===== src/rtl/adc_snapshot_capture_pkg.sv =====
// Shared types and constants for the ADC snapshot capture block.
package adc_snapshot_pkg;

    // Capture controller states
    typedef enum logic [1:0] {
        IDLE    = 2'd0,
        ARMED   = 2'd1,
        CAPTURE = 2'd2
    } state_t;

    // Trigger mode encodings (mode 3 behaves as software trigger)
    localparam logic [1:0] TRIG_IMMEDIATE = 2'd0;
    localparam logic [1:0] TRIG_SW        = 2'd1;
    localparam logic [1:0] TRIG_THRESH    = 2'd2;

endpackage


===== src/rtl/adc_snapshot_capture_if.sv =====
// ADC sample stream (one beat = NSAMP samples, sample 0 in the MSBs).
// The source never sees backpressure, so there is no ready signal.
interface adc_snapshot_capture_if #(
    parameter int NSAMP      = 8,
    parameter int SAMP_WIDTH = 16
);
    logic [NSAMP*SAMP_WIDTH-1:0] tdata;
    logic                        tvalid;

    modport master (output tdata, output tvalid);
    modport slave  (input  tdata, input  tvalid);
endinterface


===== src/rtl/adc_snapshot_capture_trig.sv =====
// Threshold trigger detector: flags a beat in which any sample magnitude
// strictly exceeds thresh and reports the lowest such sample index.
module adc_trig_detect #(
    parameter  int NSAMP      = 8,
    parameter  int SAMP_WIDTH = 16,
    localparam int IDX_WIDTH  = $clog2(NSAMP)
) (
    input  logic [NSAMP*SAMP_WIDTH-1:0] tdata,
    input  logic [SAMP_WIDTH-1:0]       thresh,
    output logic                        hit,
    output logic [IDX_WIDTH-1:0]        idx
);

    // Exact magnitude as an unsigned value of the same width, so the most
    // negative sample maps to 2**(SAMP_WIDTH-1) instead of overflowing.
    function automatic logic [SAMP_WIDTH-1:0] abs_mag(input logic signed [SAMP_WIDTH-1:0] x);
        logic [SAMP_WIDTH-1:0] u;
        u = x;
        return u[SAMP_WIDTH-1] ? (~u + SAMP_WIDTH'(1)) : u;
    endfunction

    logic signed [SAMP_WIDTH-1:0] samp;

    // Scan from the highest index down so the lowest hitting index wins
    always_comb begin
        hit  = 1'b0;
        idx  = '0;
        samp = '0;
        for (int i = NSAMP - 1; i >= 0; i--) begin
            samp = tdata[(NSAMP-1-i)*SAMP_WIDTH +: SAMP_WIDTH];
            if (abs_mag(samp) > thresh) begin
                hit = 1'b1;
                idx = IDX_WIDTH'(i);
            end
        end
    end

endmodule


===== src/rtl/adc_snapshot_capture.sv =====
// Triggered snapshot of one ADC stream into the fabric port of a BRAM.
// Arm starts a capture, the selected trigger opens it, and cap_len words
// (trigger beat first, at address 0) are written before done rises.
module adc_snapshot_capture
    import adc_snapshot_pkg::*;
#(
    parameter  int NSAMP      = 8,
    parameter  int SAMP_WIDTH = 16,
    parameter  int ADDR_WIDTH = 10,
    localparam int DATA_WIDTH = NSAMP * SAMP_WIDTH,
    localparam int IDX_WIDTH  = $clog2(NSAMP)
) (
    input  logic                    fpga_clk,
    input  logic                    arst_n,
    adc_snapshot_capture_if.slave   s,
    input  logic                    arm,
    input  logic                    sw_trig,
    input  logic [1:0]              trig_mode,
    input  logic [SAMP_WIDTH-1:0]   thresh,
    input  logic [ADDR_WIDTH:0]     cap_len,
    output logic [DATA_WIDTH-1:0]   bram_din,
    output logic [ADDR_WIDTH-1:0]   bram_addr,
    output logic                    bram_we,
    output logic                    busy,
    output logic                    done,
    output logic [IDX_WIDTH-1:0]    trig_idx,
    output logic [ADDR_WIDTH:0]     words_wr
);

    localparam logic [ADDR_WIDTH:0] DEPTH = {1'b1, {ADDR_WIDTH{1'b0}}};
    localparam logic [ADDR_WIDTH:0] ONE_W = (ADDR_WIDTH+1)'(1);
    localparam logic [ADDR_WIDTH-1:0] ONE_A = ADDR_WIDTH'(1);

    // Zero or oversize requests mean a full-depth capture
    function automatic logic [ADDR_WIDTH:0] eff_len(input logic [ADDR_WIDTH:0] req);
        return ((req == '0) || (req > DEPTH)) ? DEPTH : req;
    endfunction

    state_t                  state, state_n;
    logic [DATA_WIDTH-1:0]   data_p1;
    logic                    vld_p1;
    logic                    we_p0;
    logic [ADDR_WIDTH-1:0]   addr_q;
    logic [ADDR_WIDTH:0]     len_q;
    logic [ADDR_WIDTH:0]     words_q;
    logic [ADDR_WIDTH:0]     issued;
    logic                    room;
    logic                    final_wr;
    logic                    done_q;
    logic                    sw_seen;
    logic                    trig_cond;
    logic                    trig_fire;
    logic                    hit;
    logic [IDX_WIDTH-1:0]    hit_idx;
    logic [IDX_WIDTH-1:0]    tidx_q;

    adc_trig_detect #(
        .NSAMP      (NSAMP),
        .SAMP_WIDTH (SAMP_WIDTH)
    ) u_trig (
        .tdata  (s.tdata),
        .thresh (thresh),
        .hit    (hit),
        .idx    (hit_idx)
    );

    // Trigger qualification and write-budget bookkeeping
    always_comb begin
        case (trig_mode)
            TRIG_IMMEDIATE: trig_cond = 1'b1;
            TRIG_THRESH:    trig_cond = hit;
            TRIG_SW:        trig_cond = sw_trig | sw_seen;
            default:        trig_cond = sw_trig | sw_seen;
        endcase
        // Writes already committed: completed ones plus the one on the port now
        issued   = words_q + (vld_p1 ? ONE_W : '0);
        room     = issued < len_q;
        final_wr = vld_p1 && ((words_q + ONE_W) == len_q);
    end

    // Next state and the write request for the beat at stage p0
    always_comb begin
        state_n   = state;
        we_p0     = 1'b0;
        trig_fire = 1'b0;
        case (state)
            ARMED: begin
                if (s.tvalid && trig_cond) begin
                    trig_fire = 1'b1;
                    we_p0     = 1'b1;
                    state_n   = CAPTURE;
                end
            end
            CAPTURE: begin
                if (s.tvalid && room) we_p0 = 1'b1;
                if (final_wr)         state_n = IDLE;
            end
            default: ;
        endcase
        // Arm always restarts and drops the beat accepted this cycle
        if (arm) begin
            state_n   = ARMED;
            we_p0     = 1'b0;
            trig_fire = 1'b0;
        end
    end

    // State register
    always_ff @(posedge fpga_clk or negedge arst_n) begin
        if (!arst_n) state <= IDLE;
        else         state <= state_n;
    end

    // ---- stage p0 -> p1: data/valid pipe, counters and status ----
    // Pipeline register plus address, length and status counters
    always_ff @(posedge fpga_clk or negedge arst_n) begin
        if (!arst_n) begin
            data_p1 <= '0;
            vld_p1  <= 1'b0;
            addr_q  <= '0;
            len_q   <= '0;
            words_q <= '0;
            done_q  <= 1'b0;
            tidx_q  <= '0;
            sw_seen <= 1'b0;
        end else if (arm) begin
            vld_p1  <= 1'b0;
            addr_q  <= '0;
            len_q   <= eff_len(cap_len);
            words_q <= '0;
            done_q  <= 1'b0;
            tidx_q  <= '0;
            sw_seen <= 1'b0;
        end else begin
            vld_p1 <= we_p0;
            if (we_p0) data_p1 <= s.tdata;
            if (vld_p1) begin
                words_q <= words_q + ONE_W;
                // Hold on the last word so a full-depth capture never wraps
                if (!final_wr) addr_q <= addr_q + ONE_A;
            end
            if (final_wr) done_q <= 1'b1;
            if ((state == ARMED) && sw_trig) sw_seen <= 1'b1;
            if (trig_fire) begin
                sw_seen <= 1'b0;
                tidx_q  <= (trig_mode == TRIG_THRESH) ? hit_idx : '0;
            end
        end
    end

    assign bram_din  = data_p1;
    assign bram_we   = vld_p1;
    assign bram_addr = addr_q;
    assign busy      = (state != IDLE);
    assign done      = done_q;
    assign trig_idx  = tidx_q;
    assign words_wr  = words_q;

endmodule


===== src/flat_wrapper.sv =====
// flat-port wrapper written by rule: the top's interface ports become plain ports
module adc_snapshot_capture_flat import adc_snapshot_pkg::*;
#(
    parameter  int NSAMP      = 8,
    parameter  int SAMP_WIDTH = 16,
    parameter  int ADDR_WIDTH = 10,
    localparam int DATA_WIDTH = NSAMP * SAMP_WIDTH,
    localparam int IDX_WIDTH  = $clog2(NSAMP)
)
  (fpga_clk, arst_n, arm, sw_trig, trig_mode, thresh, cap_len, bram_din, bram_addr, bram_we, busy, done, trig_idx, words_wr, s_tdata, s_tvalid);
  adc_snapshot_capture_if #(.NSAMP(NSAMP), .SAMP_WIDTH(SAMP_WIDTH)) s_i ();
  input  logic fpga_clk;
  input  logic arst_n;
  input  logic arm;
  input  logic sw_trig;
  input  logic [1:0] trig_mode;
  input  logic [SAMP_WIDTH-1:0] thresh;
  input  logic [ADDR_WIDTH:0] cap_len;
  output logic [DATA_WIDTH-1:0] bram_din;
  output logic [ADDR_WIDTH-1:0] bram_addr;
  output logic bram_we;
  output logic busy;
  output logic done;
  output logic [IDX_WIDTH-1:0] trig_idx;
  output logic [ADDR_WIDTH:0] words_wr;
  input wire logic [$bits(s_i.tdata)-1:0] s_tdata;
  input wire logic [$bits(s_i.tvalid)-1:0] s_tvalid;
  assign s_i.tdata = s_tdata;
  assign s_i.tvalid = s_tvalid;
  adc_snapshot_capture #(.NSAMP(NSAMP), .SAMP_WIDTH(SAMP_WIDTH), .ADDR_WIDTH(ADDR_WIDTH)) u_core (.fpga_clk(fpga_clk), .arst_n(arst_n), .s(s_i), .arm(arm), .sw_trig(sw_trig), .trig_mode(trig_mode), .thresh(thresh), .cap_len(cap_len), .bram_din(bram_din), .bram_addr(bram_addr), .bram_we(bram_we), .busy(busy), .done(done), .trig_idx(trig_idx), .words_wr(words_wr));
endmodule

===== config.mk =====
export PLATFORM = sky130hd
export DESIGN_NAME = adc_snapshot_capture_flat
export DESIGN_NICKNAME = d
export VERILOG_FILES = /design/src/rtl/adc_snapshot_capture_pkg.sv /design/src/rtl/adc_snapshot_capture_if.sv /design/src/rtl/adc_snapshot_capture_trig.sv /design/src/rtl/adc_snapshot_capture.sv /design/src/flat_wrapper.sv
export SDC_FILE = /design/constraint.sdc
export NUM_CORES = 1
export LEC_CHECK = 0
export CORE_UTILIZATION = 42
export CTS_BUF_LIST = sky130_fd_sc_hd__clkbuf_8
export CTS_CLUSTER_SIZE = 14
export DETAILED_ROUTE_END_ITERATION = 8
export PLACE_DENSITY = 0.68
export SYNTH_ARGS = -nofsm -noshare
export SYNTH_HDL_FRONTEND = slang
export SYNTH_SLANG_ARGS = --single-unit

===== constraint.sdc =====
create_clock -name fpga_clk -period 3.08 [get_ports fpga_clk]
set_input_delay 0.462 -clock fpga_clk [delete_from_list [all_inputs] [get_ports fpga_clk]]
set_output_delay 0.462 -clock fpga_clk [all_outputs]
set_load 0.005 [all_outputs]

======== After elaboration in Yosys (flattened, before gate mapping) ========
Cells that the tools add are included.
storage, ports and cells
  register bits ........................... 168
  bits of input ports ..................... 162
  output and inout bits ................... 155
  logic and storage cells ................. 114
operators by class
  add/sub/neg operators ................... 11
  magnitude comparators ................... 10
  equality and inequality tests ........... 7
  muxes and demuxes ....................... 51
  bitwise logic cells ..................... 10
  reductions and logical operators ........ 16
operator list
  operator               count
  $add 16x1->16 const B  8
  $gt 16x16->1           8
  $mux 16                8
  $not 16->16            8
  $mux 11                3
  $mux 3                 11
  $mux 10                3
  $mux 1                 20
  $add 11x1->11 const B  1
  $add 11x11->11         1
  $eq 11x11->1           1
  $gt 11x11->1 const B   1
  $logic_not 11->1       1
  $lt 11x11->1           1
  $add 10x1->10 const B  1
  $reduce_bool 2->1      4
  $mux 2                 3
  $ne 3x2->1 const B     2
  $reduce_bool 3->1      2
  $eq 2x2->1 const B     2
  $logic_and 1x1->1      4
  $pmux 1 s2             2
  $pmux 2 s2             1
  $reduce_and 2->1       2
  7 further kinds        7

======== Longest topological paths before layout ========
  word-level depth ........................ 19
  gate-level depth with buffers ........... 20
  depth with buffers taken out ............ 18

======== Cells and area by module ========
Synthesis repeated with hierarchy kept, for this count alone.
second synthesis, totals
  cell total of the unflattened synthesis .. 1,270
  area, all modules ....................... 12,620.9 um^2
modules (own cells, without submodules)
  module                instances  cells each  area an instance (um^2)  sequential area each (um^2)
  adc_snapshot_capture  1          577         7,439.6                  4,204.0
  adc_trig_detect       1          693         5,181.2                  0.0

======== Worst setup path before layout ========
Ideal clock, no wire load.
  path kind ............................... input -> register
  start ................................... in s_tdata[101]
  end ..................................... reg u_core.data_p1[0], in the netlist u_core.bram_din[0]
  setup time .............................. 125 ps
  arrival ................................. 4,570 ps
  required time ........................... 2,955 ps
  slack ................................... -1,615 ps
  stages .................................. 17
  path buffers ............................ 2
  cells stage by stage .................... or4_1 > nor4_1 > nand2b_1 > or2_2 > o41ai_1 > xnor2_1 > ha_1 > nand4_1 > nor3_1 > nand4_1 > o22a_1 > or4_4 > o21a_4 > o21ai_4 > buf_12 > buf_12 > mux2_4
on the way
  cells in the longest elaborated chain, start to end .. 12
RTL lines
  element                       RTL line                         source
  from (decl)                   flat_wrapper.sv:26               input wire logic [$bits(s_i.tdata)-1:0] s_tdata;
  $not 16->16                   adc_snapshot_capture_trig.sv:19  return u[SAMP_WIDTH-1] ? (~u + SAMP_WIDTH'(1)) : u;
  $add 16x1->16                 adc_snapshot_capture_trig.sv:19
  $mux 16 *                     adc_snapshot_capture_trig.sv:19
  $gt 16x16->1 *                adc_snapshot_capture_trig.sv:31  if (abs_mag(samp) > thresh) begin
  $mux 1 * (2 in a row)         adc_snapshot_capture_trig.sv:31
  $pmux 1 s2 *                  adc_snapshot_capture.sv:69       case (trig_mode)
  $logic_and 1x1->1 *           adc_snapshot_capture.sv:88       if (s.tvalid && trig_cond) begin
  $mux 1 *                      adc_snapshot_capture.sv:88
  $pmux 1 s2 *                  adc_snapshot_capture.sv:86       case (state)
  $mux 1 *                      adc_snapshot_capture.sv:101      if (arm) begin
  $reduce_and 2->1 (no line) *  --
  to (signal assigned)          adc_snapshot_capture.sv:136      if (we_p0) data_p1 <= s.tdata;
  to (decl)                     adc_snapshot_capture.sv:40       logic [DATA_WIDTH-1:0] data_p1;
Every way passes the cells marked *; elsewhere a longest branch is shown, timed or not.
A chain may end at the register's enable or synchronous reset.

======== Worst setup path after layout ========
  start ................................... in s_tdata[73]
  end ..................................... reg u_core.data_p1[66], in the netlist u_core.bram_din[66]
on the way
  cells in the longest elaborated chain, start to end .. 14
RTL lines
  element                       RTL line
  $not 16->16                   adc_snapshot_capture_trig.sv:19
  $add 16x1->16                 adc_snapshot_capture_trig.sv:19
  $mux 16 *                     adc_snapshot_capture_trig.sv:19
  $gt 16x16->1 *                adc_snapshot_capture_trig.sv:31
  $mux 1 * (4 in a row)         adc_snapshot_capture_trig.sv:31
  $pmux 1 s2 *                  adc_snapshot_capture.sv:69
  $logic_and 1x1->1 *           adc_snapshot_capture.sv:88
  $mux 1 *                      adc_snapshot_capture.sv:88
  $pmux 1 s2 *                  adc_snapshot_capture.sv:86
  $mux 1 *                      adc_snapshot_capture.sv:101
  $reduce_and 2->1 (no line) *  --
Marked as above.

==> flow_summary.ini <==
[floorplan]
num_rows = 64
die_x_um = 178
core_um2 = 30500
start_util_pct = 42.6
io_pins = 317
dieHeight_um = 178
fp.dieArea_um2 = 31600

[global_route]
grt_max_degree = 66
grt_use_total_pct = 26.3
antenna_found_initial = 2
grt_pass1_wl_um = 64000
grt_pass1_vias = 12015
gr-total-overflow = 0

[worst_setup_path]
endpoint_kind = flop
reg2reg_to = u_core.bram_din[99]$_DFFE_PN0P_
required_ns = 3.47
crit_type = input pin to flop
reg2reg_slack_ns = -0.25
cp.arrival_ns = 4.90
critPathLaunchType = input pin
worst-path-max-fanout = 8
r2r_cells = 14
r2r-start = u_core.bram_we$_DFF_PN0_

[routing]
finalWirelength_um = 42400
wl_per_cell_um = 18.7
first_iter_violations = 651
ant_nets = 0
drt-vias-per-instance = 5.28
drc = 0
vias = 12005
first_pass_iters = 6

[sta]
min_period_ns = 4.51
finalCritPeriodShare_pct = 147
max_freq_ghz = 0.222
setup_viol = 135
rsz0062_at_grt = yes
finClkSkew_ns = 0.0231
worstMarginPinSlew_ns = 0.580
fin_tns_setup_ns = -183.94
setup_slack_ns = -1.43
final_hold_viol_count = 0
slew_headroom_pct = 61.3
finalMaxSlewViolations = 0

[synthesis]
synth_seq_cells = 168
ys_types = 65
netlist_area_um2 = 13000
synth-xor-area-share_pct = 9.58
synth_top_family_by_area = adder cells
synth_compound_area_share_pct = 11.5
yosys_warnings = 0
synth.mux.area_fraction_pct = 14.2
synthSimpleGateAreaFrac_pct = 13.3
syn_nets = 1577
syn_inst = 1262
synth_adder_area_share_pct = 14.7
yosysSeqAreaShare_pct = 32.4
syn_avg_cell_area_um2 = 10.3
synth-edff-count = 0
synthFlopType = dfrtp_1
ys_async_sr_fraction_pct = 100

[pwr]
power_density_nw_per_um2 = 583
leakage_nw = 9.33
vdd_drop_max_mv = 0.418

[run_status]
violations = setup timing
run_status = finished with violations

[layout]
design_area_um2 = 20100
nets = 2180
drive_gt1_share_pct = 29.1
syn_to_final_growth_pct = 55.1

[worst_hold_path]
worstHoldStart = s_tdata[17]
hold_depth = 3
min_delay_worst_endpoint = u_core.bram_din[17]$_DFFE_PN0P_
hp-class = input pin to flop

[cts]
cts_root_buf = clkbuf_8
cts_buffers = 17
clock_latency_ns = 0.50
cts_buffer_depth = 2
cts_sinks = 168
cts_tree = yes
h-tree-depth = 4
clkTransAtPathRegs_ns = 0.11

[placement]
dpl_cell_area_um2 = 18600
dp_hpwl_um = 31900
gp_congestion = 0.847
portBuffers = 316

[flow_run]
cap_viol_max_count = 0
[power by group]
| group | internal [W] | total [W] | switching (W) |
|---|---|---|---|
| Sequential | 0.00311 | 0.00374 | 0.000633 |
| Combinational | 0.00411 | 0.00611 | 0.00200 |
| Clock | 0.000856 | 0.00189 | 0.00103 |
[cells in the mapped netlist, types with 7 or more instances]
master / count / area [um^2]
a21oi_1: 64 / 320
or4_1: 11 / 82.6
nor4bb_1: 9 / 90.1
clkbuf_1: 18 / 67.6
nand2b_1: 16 / 100
mux2_4: 100 / 1500
o41ai_1: 17 / 149
or3_1: 7 / 43.8
mux2_2: 20 / 225
nand3_1: 46 / 230
nor2b_1: 8 / 50.1
buf_12: 11 / 220
inv_1: 57 / 214
nor4_1: 12 / 75.1
o21ai_0: 57 / 285
a21o_1: 9 / 67.6
o31ai_1: 29 / 218
nor2_1: 57 / 214
xnor2_1: 126 / 1100
o211ai_1: 7 / 52.6
dfrtp_1: 168 / 4200
nand2_1: 105 / 394
a21boi_0: 7 / 52.6
mux2_1: 9 / 101
nor3_1: 22 / 110
nand4_1: 33 / 206
ha_1: 153 / 1910
xor2_1: 16 / 140
[cell families after synthesis]
kind of cell,Yosys count
AOI/OAI and AO/OA,229
xor gates and xnor gates,142
adders and majority gates,153
buffers and inverters,96
DFF,168
muxes,131
and+or+nand+nor,343
[timing repair]
| item | CTS | global route |
|---|---|---|
| setup endpoints to repair | 135 | 135 |
| hold endpoints to repair | 55 | 0 |
| resized for setup | 143 | 34 |
| pin swaps | 40 | 34 |
| buffers inserted | 25 | 9 |
| gates cloned | 10 | 4 |
| hold buffers | 1 | 0 |
[per-stage QoR]
stage	worst slack, ns	hold slack [ns]	cells	total power (W)	utilization, %
finish	-1.43	0.340	2275	0.0117	66.0
global route	-1.55	0.330	2275	0.0124	66.0
CTS	-1.39	0.309	2268	0.0117	65.4
detailed placement	-2.25	0.473	2200	0.00930	60.9
global placement	-2.22	0.475	2200	0.00917	60.9
floorplan	-1.43	0.166	1262	0.00634	-
[sequential cells by signal (all words and copies together) (netlist names)]
| register | flops |
|---|---|
| u_core.bram_addr | 10 |
| u_core.bram_din | 128 |
| u_core.bram_we | 1 |
| u_core.done | 1 |
| u_core.len_q | 11 |
| u_core.state | 2 |
| u_core.sw_seen | 1 |
| u_core.trig_idx | 3 |
| u_core.words_wr | 11 |
[worst max-delay path, stage by stage]
cell and delay [ns]:
clkdlybuf4s50_1 0.44, or4_4 0.56, o41ai_2 0.32, buf_4 0.17, xnor2_1 0.06, ha_1 0.29, nand4_1 0.10, or4_1 0.44
o31a_1 0.34, or4_4 0.54, o21a_4 0.22, o21ai_4 0.18, buf_6 0.16, clkbuf_16 0.17, buf_12 0.14, mux2_4 0.30
[metal layers]
| metal | global-route usage (%) | wire, um | part of all wire [%] | up-vias |
|---|---|---|---|---|
| li1 | - | - | - | 5820 |
| met5 | 0 | 13 | 0.031 | - |
| met3 | 3.56 | 1800 | 4.2 | 60 |
| met2 | 45.7 | 21000 | 50 | 345 |
| met4 | 8.05 | 905 | 2.1 | 2 |
| met1 | 33.6 | 18700 | 44 | 5778 |
[cell usage in the layout (no fill, tap or decap), types with 5 or more instances in the layout]
cell / instances
xor2_1: 16
nand4_1: 33
nand3_1: 41
inv_8: 5
a21oi_1: 60
or3_1: 6
clkdlybuf4s50_1: 294
nand2b_1: 13
a21boi_0: 7
buf_6: 15
dlygate4sd2_1: 10
o41ai_2: 6
nand2_1: 104
o31ai_1: 21
o31ai_2: 7
buf_16: 8
dfrtp_1: 168
mux2_4: 125
buf_8: 5
or4_1: 8
ha_1: 153
xnor2_1: 126
clkbuf_8: 17
o211ai_1: 7
a21o_1: 9
o21ai_0: 53
nor4bb_1: 5
buf_4: 255
buf_2: 6
o41ai_1: 9
nor3_1: 15
nor2_1: 54
buf_12: 21
inv_1: 54
nor2b_1: 8
[how the worst max path moves through the flow]
stage / from / end / slack [ns] / depth (start not counted)
2_1_floorplan: s_tdata[100] / u_core.bram_din[0]$_DFFE_PN0P_ / -1.43 / 18
3_3_place_gp: s_tdata[69] / u_core.bram_din[65]$_DFFE_PN0P_ / -2.22 / 18
3_5_place_dp: s_tdata[69] / u_core.bram_din[66]$_DFFE_PN0P_ / -2.25 / 17
4_1_cts: s_tdata[101] / u_core.bram_din[35]$_DFFE_PN0P_ / -1.39 / 20
5_1_grt: s_tdata[102] / u_core.bram_din[67]$_DFFE_PN0P_ / -1.55 / 19
6_report: s_tdata[73] / u_core.bram_din[66]$_DFFE_PN0P_ / -1.43 / 16
[area by class of cell]
class                           count  area [um^2]
Sequential cell                   168         4200
Inverter                           58          218
Tap cell                          396          495
Antenna cell                        1         2.50
Clock inverter                     15          230
Fill cell                        2375        10400
Timing Repair Buffer              622         6000
Multi-Input combinational cell    998         8760
Clock buffer                       17          234
(Power assumes the default switching activity.)
